[config.mk]
export PLATFORM = sky130hd
export DESIGN_NAME = tourn_table_sched
export DESIGN_NICKNAME = d
export VERILOG_FILES = /design/src/rtl/tourn_pkg.sv /design/src/rtl/tourn_upd_fifo.sv /design/src/rtl/tourn_table_sched.sv
export SDC_FILE = /design/constraint.sdc
export NUM_CORES = 1
export LEC_CHECK = 0
export CAP_MARGIN = 20
export CORE_UTILIZATION = 47
export CTS_CLUSTER_SIZE = 8
export DETAILED_ROUTE_END_ITERATION = 8
export GPL_ROUTABILITY_DRIVEN = 0
export PLACE_DENSITY = 0.76
export SLEW_MARGIN = 20
export SYNTH_ARGS = -nofsm -noshare
export SYNTH_HDL_FRONTEND = slang
export SYNTH_SLANG_ARGS = --single-unit
[constraint.sdc]
create_clock -name clk_i -period 1.7 [get_ports clk_i]
set_input_delay 0.17 -clock clk_i [delete_from_list [all_inputs] [get_ports clk_i]]
set_output_delay 0.17 -clock clk_i [all_outputs]
set_load 0.01 [all_outputs]
[src/rtl/tourn_pkg.sv]
// Shared types for the tournament predictor table scheduler.
// Holds FSM states, counter type and saturating update helper.
package tourn_pkg;

  typedef enum logic [1:0] {
    ST_INIT   = 2'd0,
    ST_IDLE   = 2'd1,
    ST_UPD_WR = 2'd2
  } state_e;

  typedef logic [1:0] ctr_t;

  localparam ctr_t CTR_INIT = 2'b01;

  function automatic ctr_t ctr_sat(
    input ctr_t c,
    input logic taken
  );
    ctr_t r;
    r = c;
    if (taken) begin
      if (c != 2'b11) r = c + 2'd1;
    end else begin
      if (c != 2'b00) r = c - 2'd1;
    end
    return r;
  endfunction

endpackage

[src/rtl/tourn_upd_fifo.sv]
// Two-entry update queue between branch resolution and the table.
// Push is only legal when not full; pop only when valid.
module tourn_upd_fifo #(
  parameter int width_p = 8
) (
  input  logic               clk_i,
  input  logic               reset_n_i,
  input  logic               v_i,
  input  logic [width_p-1:0] data_i,
  output logic               full_o,
  output logic               v_o,
  output logic [width_p-1:0] data_o,
  input  logic               yumi_i
);

  logic [width_p-1:0] mem_q [2];
  logic               wptr_q;
  logic               rptr_q;
  logic [1:0]         cnt_q;
  logic [1:0]         cnt_d;
  logic               push;
  logic               pop;

  assign full_o = cnt_q[1];
  assign v_o    = |cnt_q;
  assign data_o = mem_q[rptr_q];
  assign push   = v_i & ~full_o;
  assign pop    = yumi_i & v_o;

  always_comb begin
    cnt_d = cnt_q;
    if (push & ~pop) cnt_d = cnt_q + 2'd1;
    if (pop & ~push) cnt_d = cnt_q - 2'd1;
  end

  always_ff @(posedge clk_i or negedge reset_n_i) begin
    if (!reset_n_i) begin
      wptr_q <= 1'b0;
      rptr_q <= 1'b0;
      cnt_q  <= 2'd0;
    end else begin
      cnt_q <= cnt_d;
      if (push) wptr_q <= ~wptr_q;
      if (pop)  rptr_q <= ~rptr_q;
    end
  end

  always_ff @(posedge clk_i) begin
    if (push) mem_q[wptr_q] <= data_i;
  end

endmodule

[src/rtl/tourn_table_sched.sv]
// Arbitrates one single-port 2-bit counter table between predict
// reads, queued read-modify-write updates and the reset init sweep.
module tourn_table_sched
  import tourn_pkg::*;
#(
  parameter int         idx_width_p   = 10,
  parameter int         stall_limit_p = 4,
  parameter logic [1:0] init_val_p    = CTR_INIT
) (
  input  logic                   clk_i,
  input  logic                   reset_n_i,
  input  logic                   r_v_i,
  input  logic [idx_width_p-1:0] r_addr_i,
  output logic                   r_ready_o,
  output logic                   pred_v_o,
  output logic                   pred_o,
  input  logic                   w_v_i,
  input  logic [idx_width_p-1:0] w_idx_i,
  input  logic                   w_taken_i,
  output logic                   w_yumi_o,
  output logic                   init_done_o,
  output logic                   sram_v_o,
  output logic                   sram_w_o,
  output logic [idx_width_p-1:0] sram_addr_o,
  output logic [1:0]             sram_data_o,
  input  logic [1:0]             sram_data_i
);

  localparam int SW = $clog2(stall_limit_p + 2);
  localparam logic [SW-1:0] StallLim = SW'(stall_limit_p);
  localparam int FW = idx_width_p + 1;

  state_e                 state_q, state_d;
  logic [idx_width_p-1:0] sweep_q, sweep_d;
  logic                   init_done_q, init_done_d;
  logic [SW-1:0]          starve_q, starve_d;
  logic [idx_width_p-1:0] upd_idx_q, upd_idx_d;
  logic                   upd_tkn_q, upd_tkn_d;
  logic                   pred_v_q;

  logic                   fifo_full;
  logic                   fifo_v;
  logic [FW-1:0]          fifo_head;
  logic                   grant;
  logic                   issue;
  logic                   yumi;

  logic                   s_v;
  logic                   s_w;
  logic [idx_width_p-1:0] s_addr;
  ctr_t                   s_data;

  assign yumi = w_v_i & init_done_q & ~fifo_full;

  // Reads win until an update has been starved stall_limit_p times.
  assign grant = (state_q == ST_IDLE) & r_v_i
               & (starve_q < StallLim);
  assign issue = (state_q == ST_IDLE) & ~grant & fifo_v;

  tourn_upd_fifo #(
    .width_p(FW)
  ) u_fifo (
    .clk_i    (clk_i),
    .reset_n_i(reset_n_i),
    .v_i      (yumi),
    .data_i   ({w_idx_i, w_taken_i}),
    .full_o   (fifo_full),
    .v_o      (fifo_v),
    .data_o   (fifo_head),
    .yumi_i   (issue)
  );

  always_comb begin
    state_d     = state_q;
    sweep_d     = sweep_q;
    init_done_d = init_done_q;
    upd_idx_d   = upd_idx_q;
    upd_tkn_d   = upd_tkn_q;
    s_v         = 1'b0;
    s_w         = 1'b0;
    s_addr      = '0;
    s_data      = '0;
    unique case (state_q)
      ST_INIT: begin
        s_v     = 1'b1;
        s_w     = 1'b1;
        s_addr  = sweep_q;
        s_data  = init_val_p;
        sweep_d = sweep_q + 1'b1;
        if (&sweep_q) begin
          state_d     = ST_IDLE;
          init_done_d = 1'b1;
        end
      end
      ST_IDLE: begin
        if (grant) begin
          s_v    = 1'b1;
          s_addr = r_addr_i;
        end else if (issue) begin
          s_v       = 1'b1;
          s_addr    = fifo_head[FW-1:1];
          upd_idx_d = fifo_head[FW-1:1];
          upd_tkn_d = fifo_head[0];
          state_d   = ST_UPD_WR;
        end
      end
      ST_UPD_WR: begin
        s_v     = 1'b1;
        s_w     = 1'b1;
        s_addr  = upd_idx_q;
        s_data  = ctr_sat(sram_data_i, upd_tkn_q);
        state_d = ST_IDLE;
      end
      default: state_d = ST_INIT;
    endcase
  end

  always_comb begin
    starve_d = starve_q;
    if (issue || !fifo_v) starve_d = '0;
    else if (grant)       starve_d = starve_q + SW'(1);
  end

  always_ff @(posedge clk_i or negedge reset_n_i) begin
    if (!reset_n_i) begin
      state_q     <= ST_INIT;
      sweep_q     <= '0;
      init_done_q <= 1'b0;
      starve_q    <= '0;
      upd_idx_q   <= '0;
      upd_tkn_q   <= 1'b0;
      pred_v_q    <= 1'b0;
    end else begin
      state_q     <= state_d;
      sweep_q     <= sweep_d;
      init_done_q <= init_done_d;
      starve_q    <= starve_d;
      upd_idx_q   <= upd_idx_d;
      upd_tkn_q   <= upd_tkn_d;
      pred_v_q    <= grant;
    end
  end

  // The table port is gated so it goes quiet the moment reset asserts.
  assign sram_v_o    = s_v & reset_n_i;
  assign sram_w_o    = s_w & reset_n_i;
  assign sram_addr_o = reset_n_i ? s_addr : '0;
  assign sram_data_o = reset_n_i ? s_data : '0;

  assign r_ready_o   = grant;
  assign w_yumi_o    = yumi;
  assign init_done_o = init_done_q;
  assign pred_v_o    = pred_v_q;
  assign pred_o      = pred_v_q & sram_data_i[1];

endmodule

# After elaboration in Yosys (flattened, before gate mapping)
# Memories as Yosys holds them, arrays and structs flattened.
# Cells that the tools add are included.
[word_totals]
reg_bits = 32
mem_bits_rw = 22
out_inout_bits = 19
elab_cells = 78
memories = 1
[classes]
add_sub_neg = 6
order_cmp = 1
eq_ne = 6
mux = 23
n_bitwise = 19
reduce_logical = 12
[mem_list]
columns = ["memory", "words", "width", "rd", "rd_clocked_by_memory_dff", "wr", "line", "rtl"]
rows = [
  ["u_fifo.mem_q", 2, 11, 1, 0, 1, "tourn_upd_fifo.sv:16", "logic [width_p-1:0] mem_q [2];"],
]
[op_table]
columns = ["op", "n"]
rows = [
  ["10-bit 2-to-1 mux", 3],
  ["10-bit case mux with 3 select lines", 1],
  ["2-bit 2-to-1 mux", 9],
  ["1-bit bitwise AND", 13],
  ["11-bit AND reduction", 1],
  ["10-bit by 1-bit adder with 10-bit output, second input constant", 1],
  ["10-bit AND reduction", 1],
  ["2-bit inequality test, second input constant", 4],
  ["3-bit 2-to-1 mux", 2],
  ["1-bit inverter", 6],
  ["2-bit case mux with 3 select lines", 1],
  ["3-bit AND reduction", 2],
  ["2-bit nonzero test", 3],
  ["1-bit 2-to-1 mux", 5],
  ["2-bit by 1-bit adder with 2-bit output, second input constant", 2],
  ["2-bit case mux with 2 select lines", 1],
  ["2-bit OR reduction", 2],
  ["2-bit by 1-bit subtractor with 2-bit output, second input constant", 2],
  ["3-bit by 1-bit adder with 3-bit output, second input constant", 1],
  ["3-bit less-than comparator, second input constant", 1],
  ["2-bit by 1-bit == test with 1-bit output, second input constant", 1],
  ["2-bit == test, second input constant", 1],
  ["2-bit zero test", 1],
  ["1-bit case mux with 2 select lines", 1],
  ["other kinds (2)", 2],
]

# Longest topological paths before layout
[depth]
word_depth = 11
ltp_mapped = 8

# By module
# Synthesis repeated with hierarchy kept, for this count alone.
[unflattened]
cells_unflattened = 205
area_unflattened_um2 = 2549.9
[by_module_without_submodules]
columns = ["mod", "instances", "cells_each", "area_per_inst_um2"]
rows = [
  ["tourn_table_sched", 1, 154, 1562.7],
  ["tourn_upd_fifo", 1, 51, 987.2],
]

# Worst setup path before layout
# Ideal clock, no wire load.
[synth_path]
path_kind = "flip-flop to flip-flop"
startpoint = "register state_q[1]"
endpoint = "register u_fifo.cnt_q[1]"
setup_time_ns = 0.079
t_arrival_ns = 1.643
setup_slack_ns = -0.022
path_stages_with_launch = 8
path_cell_list = "dfrtp_1 -> buf_6 -> nand2b_4 -> or3_4 -> inv_1 -> ha_1 -> nor2_1 -> xor2_1"
[synth_via]
elab_chain_len = 10
[synth_rtl]
columns = ["element", "line", "rtl"]
rows = [
  ["start, declared", "tourn_table_sched.sv:33", "state_e state_q, state_d;"],
  ["start signal, assigned", "tourn_table_sched.sv:134", "state_q <= state_d;"],
  ["2-bit by 1-bit == test with 1-bit output (*)", "tourn_table_sched.sv:56, tourn_table_sched.sv:58", ""],
  ["1-bit bitwise AND", "tourn_table_sched.sv:56", "assign grant = (state_q == ST_IDLE) & r_v_i"],
  ["1-bit bitwise AND", "tourn_table_sched.sv:57", "& (starve_q < StallLim);"],
  ["1-bit inverter (no source line)", "n/a", ""],
  ["1-bit bitwise AND (*) (2 in a row)", "tourn_table_sched.sv:58", "assign issue = (state_q == ST_IDLE) & ~grant & fifo_v;"],
  ["1-bit bitwise AND (*)", "tourn_upd_fifo.sv:28", "assign pop = yumi_i & v_o;"],
  ["named net u_fifo.pop", "tourn_upd_fifo.sv:22", "logic pop;"],
  ["1-bit inverter", "tourn_upd_fifo.sv:32", "if (push & ~pop) cnt_d = cnt_q + 2'd1;"],
  ["1-bit bitwise AND", "tourn_upd_fifo.sv:32", ""],
  ["2-bit nonzero test (no source line)", "n/a", ""],
  ["end signal, assigned", "tourn_upd_fifo.sv:42", "cnt_q <= cnt_d;"],
  ["end, declared", "tourn_upd_fifo.sv:19", "logic [1:0] cnt_q;"],
]
# Mark *: on every way through the listed nets, which the timed path passes. The rest lies on a longest branch.
# A chain may end at the register's enable or synchronous reset.

# Worst setup path after layout
[layout_path]
startpoint = "register state_q[1]"
endpoint = "output sram_addr_o[3]"
[layout_via]
elab_chain_len = 10
[layout_rtl]
columns = ["element", "line", "rtl"]
rows = [
  ["2-bit by 1-bit == test with 1-bit output", "tourn_table_sched.sv:56, tourn_table_sched.sv:58, tourn_table_sched.sv:83", ""],
  ["1-bit bitwise AND", "tourn_table_sched.sv:56", ""],
  ["1-bit bitwise AND", "tourn_table_sched.sv:57", ""],
  ["1-bit inverter (no source line)", "n/a", ""],
  ["1-bit bitwise AND (2 in a row)", "tourn_table_sched.sv:58", ""],
  ["10-bit 2-to-1 mux", "tourn_table_sched.sv:99", "end else if (issue) begin"],
  ["10-bit 2-to-1 mux", "tourn_table_sched.sv:96", "if (grant) begin"],
  ["10-bit case mux with 3 select lines (*)", "tourn_table_sched.sv:83", "unique case (state_q)"],
  ["10-bit 2-to-1 mux (*)", "tourn_table_sched.sv:147", "assign sram_addr_o = reset_n_i ? s_addr : '0;"],
  ["end, declared", "tourn_table_sched.sv:24", "output logic [idx_width_p-1:0] sram_addr_o,"],
]
# Mark *: on every way between the ends. The rest lies on a longest branch, timed or not.

==> results_dict.tcl <==
set metrics [dict create \
    outcome "finished with violations" \
    violations "negative setup slack" \
    grt_max_degree 26 \
    crit_fanout 3 \
    cts_tree "yes" \
    fin_skew_ns 0.0135 \
    drv_cap 0 \
    drcViolationCount 0 \
    synth.distinct_cells 34 \
    die_area_mm2 0.00570 \
    routedWlPerCell_um 18.1 \
    area_growth_pct 52.4 \
    max_freq_mhz 502 \
    setup_slack_ns -0.293 \
    drive_gt1_frac 0.422 \
    yosysWarningCount 0 \
    grt_pass1_vias 1985 \
    p_per_area_mw_per_mm2 1430 \
    hold_class "in -> async" \
    arrival_ns 1.82 \
    finalHoldViolCount 0 \
    fp.dieW_um 75.5 \
    cp_cell_sequence "nor4bb_4 -> buf_4 -> buf_6 -> buf_6 -> o2bb2ai_2 -> o21a_1 -> buf_2" \
    min_period_ns 1.99 \
    routed_wl_mm 6.73 \
    rsz0062_at_grt "yes" \
    num_rows 26 \
    first_pass_iters 4 \
    antenna_cells 0 \
    hpwl_mm 3.82 \
    grt_pass1_wl_mm 10.0 \
    cts.sink_count 54 \
    core_mm2 0.00514 \
    synthFlopType "dfrtp_1" \
    htreeDepth 2 \
    cts_buffer_depth 2 \
    cp_common_cell "buf_6" \
    avgSynthCellArea_um2 13.0 \
    synth_seq_cells 54 \
    via_per_inst 5.45 \
    postRouteAntennaNets 0 \
    utilization 0.753 \
    holdBufCountCts 0 \
    start_util 0.494 \
    yosysSeqAreaShare 0.575 \
    ys_async_sr_fraction 0.593 \
    synth_edf_count 22 \
    postSynthCellCount 195 \
    setup_viol 13 \
    clkLatencyLatePin_ns 0.31 \
    place_ws_ns -0.548 \
    cts_buffers 5 \
    final_area_mm2 0.00387 \
    port_buffers 45 \
    drv_slew 0 \
    grt-ovfl-total 0 \
    fin_nets 330 \
    fin_crit_sh 1.17 \
    slew-limit-headroom 0.741 \
    cts.clk_slew.worst_paths_ns 0.09 \
    worst_slew_pin_slew_ns 0.378 \
    post_dp_cell_area_mm2 0.00329 \
    seqCellArea_mm2 0.00147 \
    ios 46 \
    drt-initial-drc-count 118 \
    layout_common_cells "buf_4 (44), dfrtp_1 (29), clkdlybuf4s50_1 (29), mux2i_1 (22), edfxtp_1 (22)" \
    critPathRequiredTime_ns 1.53 \
    start_kind "flip-flop" \
    total_leakage_power_nw 1.69 \
    vias 2021 \
    antenna_found_initial 0 \
    grt_usage 0.245 \
    hold_slack_ns 0.285 \
    synth_area_mm2 0.00254 \
    cp_num_buf_inv 4 \
    fillers 310 \
    die_h_um 75.5 \
    slowest_delay_ns 0.46 \
    synth_nets 225 \
    slowest_stage "dfrtp_2" \
    multi_input_area_mm2 0.00120 \
    crit_path_end_kind "primary output" \
    crit_family "buffers and inverters" \
    final_common_cell "buf_4" \
    cts_root_buf "clkbuf_8" \
    vdd_ir_drop_max_mv 0.890 \
    worstSetupPathType "reg -> out" \
]
worst paths after layout:
kind,depth (start not counted),from,endpoint,slack [ns]
setup / recovery,7,state_q[1],sram_addr_o[3],-0.29
hold reg to reg,1,upd_idx_q[6],upd_idx_q[6],0.50
min in group clk_i,1,w_idx_i[4],u_fifo.mem_q[1][5],0.44
max in group asynchronous,2,reset_n_i,starve_q[2],1.15
setup reg to reg,9,starve_q[2],u_fifo.cnt_q[1],-0.15
hold / removal,2,reset_n_i,upd_idx_q[9],0.28
sequential cells by signal, indices dropped and copies added, names as in the netlist:
signal	cells
u_fifo.rptr_q	1
sweep_q	10
u_fifo.wptr_q	1
u_fifo.cnt_q	2
u_fifo.mem_q	22
upd_tkn_q	1
pred_v_o	1
init_done_o	1
starve_q	3
upd_idx_q	10
state_q	2
per-layer routing:
layer  vias to the layer above  routed length [um]  share of wire  track usage
met3                        21                 197          0.029       0.0331
met5                         -                   0              0            0
li1                        928                   -              -            -
met1                      1020                2860           0.43        0.321
met2                        52                3440           0.51        0.412
met4                         0                 224          0.033        0.103
cells by family (layout without fill, tap and decap cells):
logic type               count (synthesis)  in the layout  synth area share
AO/OA/AOI/OAI                           38             38             0.118
XOR/XNOR                                14             14            0.0483
adder cells (fa/ha/maj)                  5              5            0.0227
buffers and inverters                   19            125            0.0394
flip-flops                              54             54             0.575
multiplexers                            24             24            0.0951
AND/OR/NAND/NOR                         41             41             0.101
power by group:
part	switching, mW	internal [mW]	total, mW
logic	1.31	1.58	2.90
clock network	0.411	0.283	0.693
registers	0.290	1.66	1.95
total	2.01	3.52	5.53
Yosys cell counts, types with 3 or more instances:
library cell  number  area (um^2)
a22oi_1            3         22.5
nor4_1            10         62.6
buf_2              5         25.0
xnor2_1           11         96.3
nand2_1            4         15.0
o2bb2ai_1         10         87.6
mux2i_1           23          230
ha_1               3         37.5
and3_1             4         25.0
nor2_1             7         26.3
and2_1             3         18.8
xor2_1             3         26.3
clkbuf_1           4         15.0
o21a_1            10         75.1
a21o_1            10         75.1
nand4_1            4         25.0
inv_1              6         22.5
dfrtp_1           32          801
edfxtp_1          22          661
repair_timing:
action | 4_1_cts | 5_1_grt
pin swaps | 17 | 7
gates resized for setup | 103 | 17
setup endpoints to repair | 17 | 21
cloned | 1 | 0
buffers inserted | 27 | 12
layout make-up:
type | count | share of cell area
inverters | 6 | 0.00582
repair buffers | 111 | 0.260
multi-input cells | 122 | 0.311
clock buffers | 5 | 0.0178
flip-flops and latches | 54 | 0.379
well taps | 70 | 0.0226
clock inverters | 3 | 0.00420
per-stage QoR:
| step | power [mW] | TNS, ns | std cells |
|---|---|---|---|
| final | 5.53 | -2.89 | 371 |
| after global routing | 5.80 | -3.66 | 371 |
| after floorplan | 3.14 | 0 | 195 |
| after CTS | 5.20 | -2.38 | 361 |
| after detailed placement | 3.97 | -8.65 | 326 |
| after global placement | 3.93 | -7.64 | 326 |
Power figures use the tool's default switching activity.
